==> config.mk <==
export PLATFORM = sky130hd
export DESIGN_NAME = ace_snoop_responder
export DESIGN_NICKNAME = d
export VERILOG_FILES = /design/src/rtl/ace_pkg.sv /design/src/rtl/ace_snoop_responder.sv
export SDC_FILE = /design/constraint.sdc
export NUM_CORES = 1
export LEC_CHECK = 0
export CORE_MARGIN = 4
export CORE_UTILIZATION = 34
export DETAILED_ROUTE_END_ITERATION = 8
export GPL_TIMING_DRIVEN = 0
export PLACE_DENSITY = 0.93
export RECOVER_POWER = 25
export SYNTH_ARGS = -nofsm -noshare
export SYNTH_HDL_FRONTEND = slang
export SYNTH_SLANG_ARGS = --single-unit
==> constraint.sdc <==
create_clock -name clk_i -period 2.08 [get_ports clk_i]
set_clock_uncertainty 0.1 [all_clocks]
set_input_delay 0.52 -clock clk_i [delete_from_list [all_inputs] [get_ports clk_i]]
set_output_delay 0.52 -clock clk_i [all_outputs]
set_load 0.01 [all_outputs]
==> src/rtl/ace_pkg.sv <==
// ACE snoop channel types, snoop opcodes, CR bit positions, line-update codes
// and the pure snoop-response / line-update decode used by the snoop responder.
package ace_pkg;

  localparam int unsigned AceAddrWidth = 64;
  localparam int unsigned AceDataWidth = 64;

  localparam logic [3:0] SnReadOnce           = 4'b0000;
  localparam logic [3:0] SnReadShared         = 4'b0001;
  localparam logic [3:0] SnReadClean          = 4'b0010;
  localparam logic [3:0] SnReadNotSharedDirty = 4'b0011;
  localparam logic [3:0] SnReadUnique         = 4'b0111;
  localparam logic [3:0] SnCleanShared        = 4'b1000;
  localparam logic [3:0] SnCleanInvalid       = 4'b1001;
  localparam logic [3:0] SnMakeInvalid        = 4'b1101;

  localparam int unsigned CrDataTransfer = 0;
  localparam int unsigned CrError        = 1;
  localparam int unsigned CrPassDirty    = 2;
  localparam int unsigned CrIsShared     = 3;
  localparam int unsigned CrWasUnique    = 4;

  localparam logic [1:0] UpdNone        = 2'd0;
  localparam logic [1:0] UpdSharedClean = 2'd1;
  localparam logic [1:0] UpdInvalid     = 2'd2;

  typedef struct packed {
    logic [AceAddrWidth-1:0] addr;
    logic [3:0]              snoop;
  } ace_ac_t;

  typedef logic [4:0] ace_cr_t;

  typedef struct packed {
    logic [AceDataWidth-1:0] data;
    logic                    last;
  } ace_cd_t;

  typedef struct packed {
    logic    ac_valid;
    ace_ac_t ac;
    logic    cr_ready;
    logic    cd_ready;
  } ace_snoop_req_t;

  typedef struct packed {
    logic    ac_ready;
    logic    cr_valid;
    ace_cr_t cr_resp;
    logic    cd_valid;
    ace_cd_t cd;
  } ace_snoop_resp_t;

  typedef struct packed {
    logic [4:0] cr_resp;
    logic [1:0] upd_op;
  } snoop_decode_t;

  // Miss or an opcode we do not serve answers all-zero and leaves the line alone.
  function automatic snoop_decode_t snoop_decode(input logic [3:0] snoop, input logic hit,
                                                 input logic dirty, input logic shared);
    snoop_decode_t res;
    logic is_read, is_clean, keeps_copy, supported, xfer;
    logic [1:0] upd;
    res        = '0;
    is_read    = 1'b0;
    is_clean   = 1'b0;
    keeps_copy = 1'b0;
    supported  = 1'b1;
    upd        = UpdNone;
    case (snoop)
      SnReadOnce:           begin is_read = 1'b1; keeps_copy = 1'b1; upd = UpdNone;        end
      SnReadShared,
      SnReadClean,
      SnReadNotSharedDirty: begin is_read = 1'b1; keeps_copy = 1'b1; upd = UpdSharedClean; end
      SnReadUnique:         begin is_read = 1'b1;                    upd = UpdInvalid;     end
      SnCleanShared:        begin is_clean = 1'b1; keeps_copy = 1'b1; upd = UpdSharedClean; end
      SnCleanInvalid:       begin is_clean = 1'b1;                    upd = UpdInvalid;     end
      SnMakeInvalid:        begin                                     upd = UpdInvalid;     end
      default:              supported = 1'b0;
    endcase
    xfer = is_read | (is_clean & dirty);
    if (hit && supported) begin
      res.cr_resp[CrDataTransfer] = xfer;
      res.cr_resp[CrError]        = 1'b0;
      res.cr_resp[CrPassDirty]    = dirty & xfer & (snoop != SnReadOnce);
      res.cr_resp[CrIsShared]     = keeps_copy;
      res.cr_resp[CrWasUnique]    = ~shared;
      res.upd_op                  = upd;
    end
    return res;
  endfunction

endpackage

==> src/rtl/ace_snoop_responder.sv <==
// Serves one ACE snoop at a time: AC accept, tag lookup, CR, optional CD line beats, state update.
// AC-to-CR takes at least 3 cycles; every outbound request holds its payload until accepted.
module ace_snoop_responder
  import ace_pkg::*;
#(
  parameter int unsigned NumBeats  = 4,
  parameter int unsigned AddrWidth = 64,
  parameter type ac_chan_t    = ace_ac_t,
  parameter type cr_chan_t    = ace_cr_t,
  parameter type cd_chan_t    = ace_cd_t,
  parameter type snoop_req_t  = ace_snoop_req_t,
  parameter type snoop_resp_t = ace_snoop_resp_t
) (
  input  logic                        clk_i,
  input  logic                        rst_ni,
  input  snoop_req_t                  snoop_req_i,
  output snoop_resp_t                 snoop_resp_o,
  output logic                        lu_valid_o,
  input  logic                        lu_ready_i,
  output logic [AddrWidth-1:0]        lu_addr_o,
  output logic [3:0]                  lu_snoop_o,
  input  logic                        lu_rsp_valid_i,
  input  logic                        lu_hit_i,
  input  logic                        lu_dirty_i,
  input  logic                        lu_shared_i,
  input  logic                        data_valid_i,
  output logic                        data_ready_o,
  input  logic [$bits(cd_chan_t)-2:0] data_i,
  output logic                        upd_valid_o,
  input  logic                        upd_ready_i,
  output logic [1:0]                  upd_op_o
);

  localparam logic [2:0] StIdle    = 3'd0;
  localparam logic [2:0] StLookup  = 3'd1;
  localparam logic [2:0] StWaitRsp = 3'd2;
  localparam logic [2:0] StCr      = 3'd3;
  localparam logic [2:0] StCd      = 3'd4;
  localparam logic [2:0] StUpd     = 3'd5;

  localparam int unsigned BeatWidth = (NumBeats > 1) ? $clog2(NumBeats) : 1;
  localparam logic [BeatWidth-1:0] LastBeat = BeatWidth'(NumBeats - 1);

  logic [2:0]           state_q, state_d;
  logic [AddrWidth-1:0] addr_q, addr_d;
  logic [3:0]           snoop_q, snoop_d;
  logic [4:0]           cr_q, cr_d;
  logic [1:0]           upd_q, upd_d;
  logic [BeatWidth-1:0] beat_q, beat_d;

  ac_chan_t      ac;
  cr_chan_t      cr_resp;
  cd_chan_t      cd;
  snoop_decode_t dec;
  logic          ac_ready, ac_hs, cd_hs, last_beat;

  assign ac        = snoop_req_i.ac;
  assign dec       = snoop_decode(snoop_q, lu_hit_i, lu_dirty_i, lu_shared_i);
  // ac_ready is gated by rst_ni so the channel reads closed for the whole reset window.
  assign ac_ready  = (state_q == StIdle) && rst_ni;
  assign ac_hs     = snoop_req_i.ac_valid && ac_ready;
  assign cd_hs     = (state_q == StCd) && data_valid_i && snoop_req_i.cd_ready;
  assign last_beat = (beat_q == LastBeat);
  assign cr_resp   = cr_q;

  always_comb begin
    state_d = state_q;
    addr_d  = addr_q;
    snoop_d = snoop_q;
    cr_d    = cr_q;
    upd_d   = upd_q;
    beat_d  = beat_q;
    case (state_q)
      StIdle: begin
        if (ac_hs) begin
          addr_d  = AddrWidth'(ac.addr);
          snoop_d = ac.snoop;
          state_d = StLookup;
        end
      end
      StLookup: begin
        if (lu_ready_i) state_d = StWaitRsp;
      end
      StWaitRsp: begin
        if (lu_rsp_valid_i) begin
          cr_d    = dec.cr_resp;
          upd_d   = dec.upd_op;
          state_d = StCr;
        end
      end
      StCr: begin
        if (snoop_req_i.cr_ready) begin
          if (cr_q[CrDataTransfer])  state_d = StCd;
          else if (upd_q != UpdNone) state_d = StUpd;
          else                       state_d = StIdle;
        end
      end
      StCd: begin
        if (cd_hs) begin
          if (last_beat) begin
            beat_d  = '0;
            state_d = (upd_q != UpdNone) ? StUpd : StIdle;
          end else begin
            beat_d = beat_q + 1'b1;
          end
        end
      end
      StUpd: begin
        if (upd_ready_i) state_d = StIdle;
      end
      default: state_d = StIdle;
    endcase
  end

  always_ff @(posedge clk_i or negedge rst_ni) begin
    if (!rst_ni) begin
      state_q <= StIdle;
      addr_q  <= '0;
      snoop_q <= '0;
      cr_q    <= '0;
      upd_q   <= '0;
      beat_q  <= '0;
    end else begin
      state_q <= state_d;
      addr_q  <= addr_d;
      snoop_q <= snoop_d;
      cr_q    <= cr_d;
      upd_q   <= upd_d;
      beat_q  <= beat_d;
    end
  end

  always_comb begin
    cd      = '0;
    cd.data = data_i;
    cd.last = last_beat;
  end

  always_comb begin
    snoop_resp_o          = '0;
    snoop_resp_o.ac_ready = ac_ready;
    snoop_resp_o.cr_valid = (state_q == StCr);
    snoop_resp_o.cr_resp  = cr_resp;
    snoop_resp_o.cd_valid = (state_q == StCd) && data_valid_i;
    snoop_resp_o.cd       = cd;
  end

  assign lu_valid_o   = (state_q == StLookup);
  assign lu_addr_o    = addr_q;
  assign lu_snoop_o   = snoop_q;
  assign data_ready_o = (state_q == StCd) && snoop_req_i.cd_ready;
  assign upd_valid_o  = (state_q == StUpd);
  assign upd_op_o     = upd_q;

endmodule

# [Word level (Yosys, flattened, before mapping)]
# Index checks and enable logic that the tools add are counted.
[word_totals] register_bits=80 inputBits=144 output_inout_bits=146 word_cells=69
[op_classes] add_sub_neg=1 eq_ne=20 mux=17 bitwise=5 reduce_logical=20
[ops] op="two-way mux 3 bit" count=9
[ops] op="case mux 3 bit (6 select lines)" count=1
[ops] op="== test 4 bit (second input constant)" count=3
[ops] op="inequality test 2 bit (second input constant)" count=5
[ops] op="OR reduction 5 bit" count=2
[ops] op="== test 4 x 2 -> 1 bit (second input constant)" count=2
[ops] op="OR reduction 8 bit" count=1
[ops] op="two-way mux 7 bit" count=1
[ops] op="AND reduction 7 bit" count=1
[ops] op="== test 3 x 2 -> 1 bit (second input constant)" count=2
[ops] op="== test 3 bit (second input constant)" count=2
[ops] op="logical AND 1 bit" count=6
[ops] op="AND reduction 2 bit" count=3
[ops] op="== test 4 x 1 -> 1 bit (second input constant)" count=1
[ops] op="== test 4 x 3 -> 1 bit (second input constant)" count=1
[ops] op="zero test 4 bit" count=1
[ops] op="two-way mux 1 bit" count=4
[ops] op="inequality test 2 x 1 -> 1 bit (second input constant)" count=2
[ops] op="case mux 2 bit (2 select lines)" count=1
[ops] op="nonzero test 4 bit" count=1
[ops] op="OR reduction 4 bit" count=1
[ops] op="AND 1 bit" count=3
[ops] op="== test 3 x 1 -> 1 bit (second input constant)" count=1
[ops] op="zero test 3 bit" count=1
[ops] op="other kinds (8)" count=8

# [Logic depth before layout (Yosys ltp)]
[logic_depth] word_depth=8 depth_mapped=6 depth_no_buf=5

# [Worst setup path after synthesis]
# No wires, ideal clock.
[synth_path] path_type="register to register" startpoint="register state_q[1]" endpoint="register addr_q[0] (netlist: lu_addr_o[0])" setup_ps=125 arrival_time_ps=1456 t_required_ps=1855 slack_ps=399 stages_incl_launch_ff=7 n_path_buf=3 period_less_slack_ps=1681 cell_sequence="dfrtp_1 > buf_4 > nor4b_4 > nand2_2 > buf_6 > buf_6 > mux2_4"
[synth_via] elab_chain_cells=4
[synth_lines] element="start: declaration" line="ace_snoop_responder.sv:44" source="logic [2:0] state_q, state_d;"
[synth_lines] element="start signal: assignment" line="ace_snoop_responder.sv:117" source="state_q <= StIdle;"
[synth_lines] element="start signal: assignment" line="ace_snoop_responder.sv:124" source="state_q <= state_d;"
[synth_lines] element="zero test 3 bit" line="ace_snoop_responder.sv:60" source="assign ac_ready = (state_q == StIdle) && rst_ni;"
[synth_lines] element="logical AND 1 bit" line="ace_snoop_responder.sv:60"
[synth_lines] element="via ac_ready" line="ace_snoop_responder.sv:55" source="logic ac_ready, ac_hs, cd_hs, last_beat;"
[synth_lines] element="logical AND 1 bit" line="ace_snoop_responder.sv:61" source="assign ac_hs = snoop_req_i.ac_valid && ac_ready;"
[synth_lines] element="AND reduction 2 bit (no source line)"
[synth_lines] element="end signal: assignment" line="ace_snoop_responder.sv:125" source="addr_q <= addr_d;"
[synth_lines] element="end: declaration" line="ace_snoop_responder.sv:45" source="logic [AddrWidth-1:0] addr_q, addr_d;"
# The timed path passes the listed nets, and every way through them passes these cells.
# A chain may end at the register's enable or synchronous reset.

# [Worst setup path in the final report]
[layout_path] startpoint="register state_q[0]" endpoint="output port data_ready_o"
[layout_via] elab_chain_cells=2
[layout_lines] element="== test 3 bit" line="ace_snoop_responder.sv:151" source="assign data_ready_o = (state_q == StCd) && snoop_req_i.cd_ready;"
[layout_lines] element="logical AND 1 bit" line="ace_snoop_responder.sv:151"
[layout_lines] element="end: declaration" line="ace_snoop_responder.sv:27" source="output logic data_ready_o,"
# Every way passes these cells.

==> results.yml <==
outcome:
  outcome: "finished clean"
hold_path:
  worst_hold_path.endpoint: "cr_q[3]$_DFFE_PN0P_"
  min_path_type: "register to register"
  worstHoldPathCells: 2
  holdCritStartpoint: "cr_q[3]$_DFFE_PN0P_"
critical_path:
  cp_max_fo: 3
  r2r_start: "state_q[0]$_DFFE_PN0P_"
  critPathSlowestCell: "dfrtp_2"
  required_ns: 1.46
  crit_path_max_incr_delay_ns: 0.40
  critPathCaptureType: "output pin"
  worst_r2r_endpoint: "lu_addr_o[0]$_DFFE_PN0P_"
  crit_arrival_ns: 1.40
  startpoint_type: "register"
  worstRegToRegCells: 7
  crit_chain: "buf_4 > nor2_4 > and3_1 > clkdlybuf4s15_2"
  crit_type: "register to output pin"
  r2r_slack_ns: 0.07
timing:
  fin_crit_ns: 2.02
  setup_ws_ns: 0.0586
  slew_headroom: 0.0902
  period_share: 0.972
  rsz0062_at_grt: "false"
  hold_viol_final: 0
  setup_tns_ns: 0
  worst_pin_slew_ns: 1.36
  drv_slew: 0
  setup_viol_count_final: 0
  max_freq_ghz: 0.495
synth:
  ys_seq_elements: 79
  synth_nets: 444
  synth_area_leaders: "dfrtp_1 (51%), mux2_2 (15%), buf_4 (13%)"
  ys.flop_type: "dfrtp_1"
  yosysMostFrequentCell: "dfrtp_1"
  yosysWarnings: 0
  synth_edf_count: 0
  synthCells: 299
  synth.lib_cells_used.distinct: 34
  avgSynthCellArea_um2: 12.9
  synth_top_area_cell: "dfrtp_1"
  async_flop_share: 1.00
  synth_top_area_share: 0.512
  syn_area_mm2: 0.00386
  ys_seq_area_frac: 0.512
  synth_common_cells: "dfrtp_1 (79), buf_4 (68), mux2_2 (51)"
clock_network:
  clk_pin_slew_ns: 0.06
  cts_tree: "yes"
  clockBufferDepth: 2
  clock-sinks: 79
  clockRootBuffer: "clkbuf_16"
  cts_max_level: 3
  cts_buffers: 9
  clkLatencyLatePin_ns: 0.33
drt:
  drc: 0
  wl_per_cell_um: 17.1
  drtPass1Iterations: 4
  vias_per_cell: 4.53
  vias: 3118
  drt_iter0_drc: 80
  ant_nets: 0
  drt-total-wl_um: 11800
floorplan:
  die-area_mm2: 0.0131
  ios: 290
  coreArea_mm2: 0.0110
  initial_core_util: 0.351
  die_width_um: 115
  fp.dieH_um: 115
  num_rows: 38
grt:
  grt_pass1_vias: 3351
  grt_max_degree: 56
  antenna_found_initial: 0
  grt-ovfl-total: 0
  grt_pass1_wl_um: 17100
  gr-usage-all-layers: 0.168
finish:
  n_antenna_cell: 0
  final_nets: 688
  multi_input_area_mm2: 0.00129
  final-seq-area_mm2: 0.00198
  drive_gt1_frac: 0.338
  nFillCells: 837
  area_growth_pct: 73.4
  fin_util: 0.609
  layout.cells.non_filler: 688
placement:
  dpl.hpwl_um: 9350
  gp_congestion: 0.859
  post-place-ws_ns: -0.435
  placedCellCount: 664
  port_buffers: 224
power_and_ir_drop:
  power_density_mw_per_mm2: 1260
  power.total_mw: 8.45
  p_leak_nw: 3.03
  peakVddDrop_mv: 0.724
run:
  cap_violations: 0
timing repair:
item,in CTS,in global routing
buffers inserted,5,3
endpoints found under the setup margin,7,5
pin swaps,2,1
gates resized for setup,24,6
hold endpoints to repair,24,0
hold buffers,1,0
area by class of cell:
| class | instances | share of cell area |
|---|---|---|
| timing repair buffer | 234 | 0.343 |
| sequential | 79 | 0.296 |
| multi-input combinational | 136 | 0.194 |
| tap | 140 | 0.0262 |
| clock buffer | 11 | 0.0363 |
| buffer | 79 | 0.0872 |
| inverter | 4 | 0.00225 |
| clock inverter | 5 | 0.0155 |
flip-flops by register name, indices dropped and copies added (netlist names):
signal	flops
beat_q	2
cr_q	4
lu_addr_o	64
lu_snoop_o	4
state_q	3
upd_op_o	2
critical path, delay by kind of cell, from the launching register on:
kind	cells	cell delay, ns
AND/OR/NAND/NOR	2	0.29
buffers and inverters	2	0.39
flip-flops	1	0.40
metrics by stage:
stage          hold slack [ns]  instance area, um^2
6_report                 0.383                 6690
5_1_grt                  0.420                 6690
4_1_cts                 0.0460                 6720
3_5_place_dp             0.367                 6300
3_3_place_gp             0.365                 6270
2_1_floorplan            0.124                 3860
placed cells by master (no fill, tap or decap), types with 2 or more instances in the layout:
master,netlist,final
clkbuf_2,0,3
o211ai_1,2,2
clkbuf_4,0,2
or3_1,2,2
dfrtp_2,0,4
o2111ai_1,2,2
a21oi_1,4,4
inv_1,4,4
clkbuf_16,0,9
nand2_1,11,11
a32o_1,2,2
dlygate4sd2_1,0,3
clkbuf_1,5,5
buf_4,68,75
nand3b_1,4,4
nor2_1,6,5
and3_1,3,2
mux2_2,51,51
nor3b_1,2,2
buf_2,4,6
buf_6,3,3
o21ai_0,8,8
mux2_4,20,20
mux2i_1,2,2
dfrtp_1,79,75
bufinv_16,0,3
nand3_1,3,3
nand2b_1,2,2
clkdlybuf4s50_1,0,215
where the power goes:
group	switching (mW)	total [mW]	internal (mW)
Combinational	1.45	3.91	2.47
Sequential	0.432	2.72	2.29
Clock	0.616	1.82	1.21
cells by family after synthesis:
group | count (synthesis) | share of synthesized area
flops | 79 | 0.512
simple gates | 37 | 0.0548
buf+inv | 84 | 0.155
fa+ha+maj | 1 | 0.00324
compound gates | 24 | 0.0415
mux | 73 | 0.232
other cells | 1 | 0.000972
worst max-delay path by stage:
stage | from | to | slack, ns | cells after the start
global route | state_q[0]$_DFFE_PN0P_ | lu_addr_o[0]$_DFFE_PN0P_ | 0.002 | 7
finish | state_q[0]$_DFFE_PN0P_ | data_ready_o | 0.06 | 4
global placement | rst_ni | snoop_resp_o[72] | -3.38 | 4
CTS | state_q[1]$_DFFE_PN0P_ | snoop_resp_o[65] | 0.01 | 4
floorplan | state_q[1]$_DFFE_PN0P_ | lu_addr_o[0]$_DFFE_PN0P_ | 0.40 | 6
detailed placement | rst_ni | snoop_resp_o[72] | -0.44 | 4
layer usage:
metal	GRT usage	vias to the layer above	wire (um)
li1	-	1441	-
met2	0.315	170	6300
met5	0	-	0
met4	0.0523	0	200
met3	0.0803	18	1460
met1	0.160	1489	3840
(Power assumes the default switching activity.)
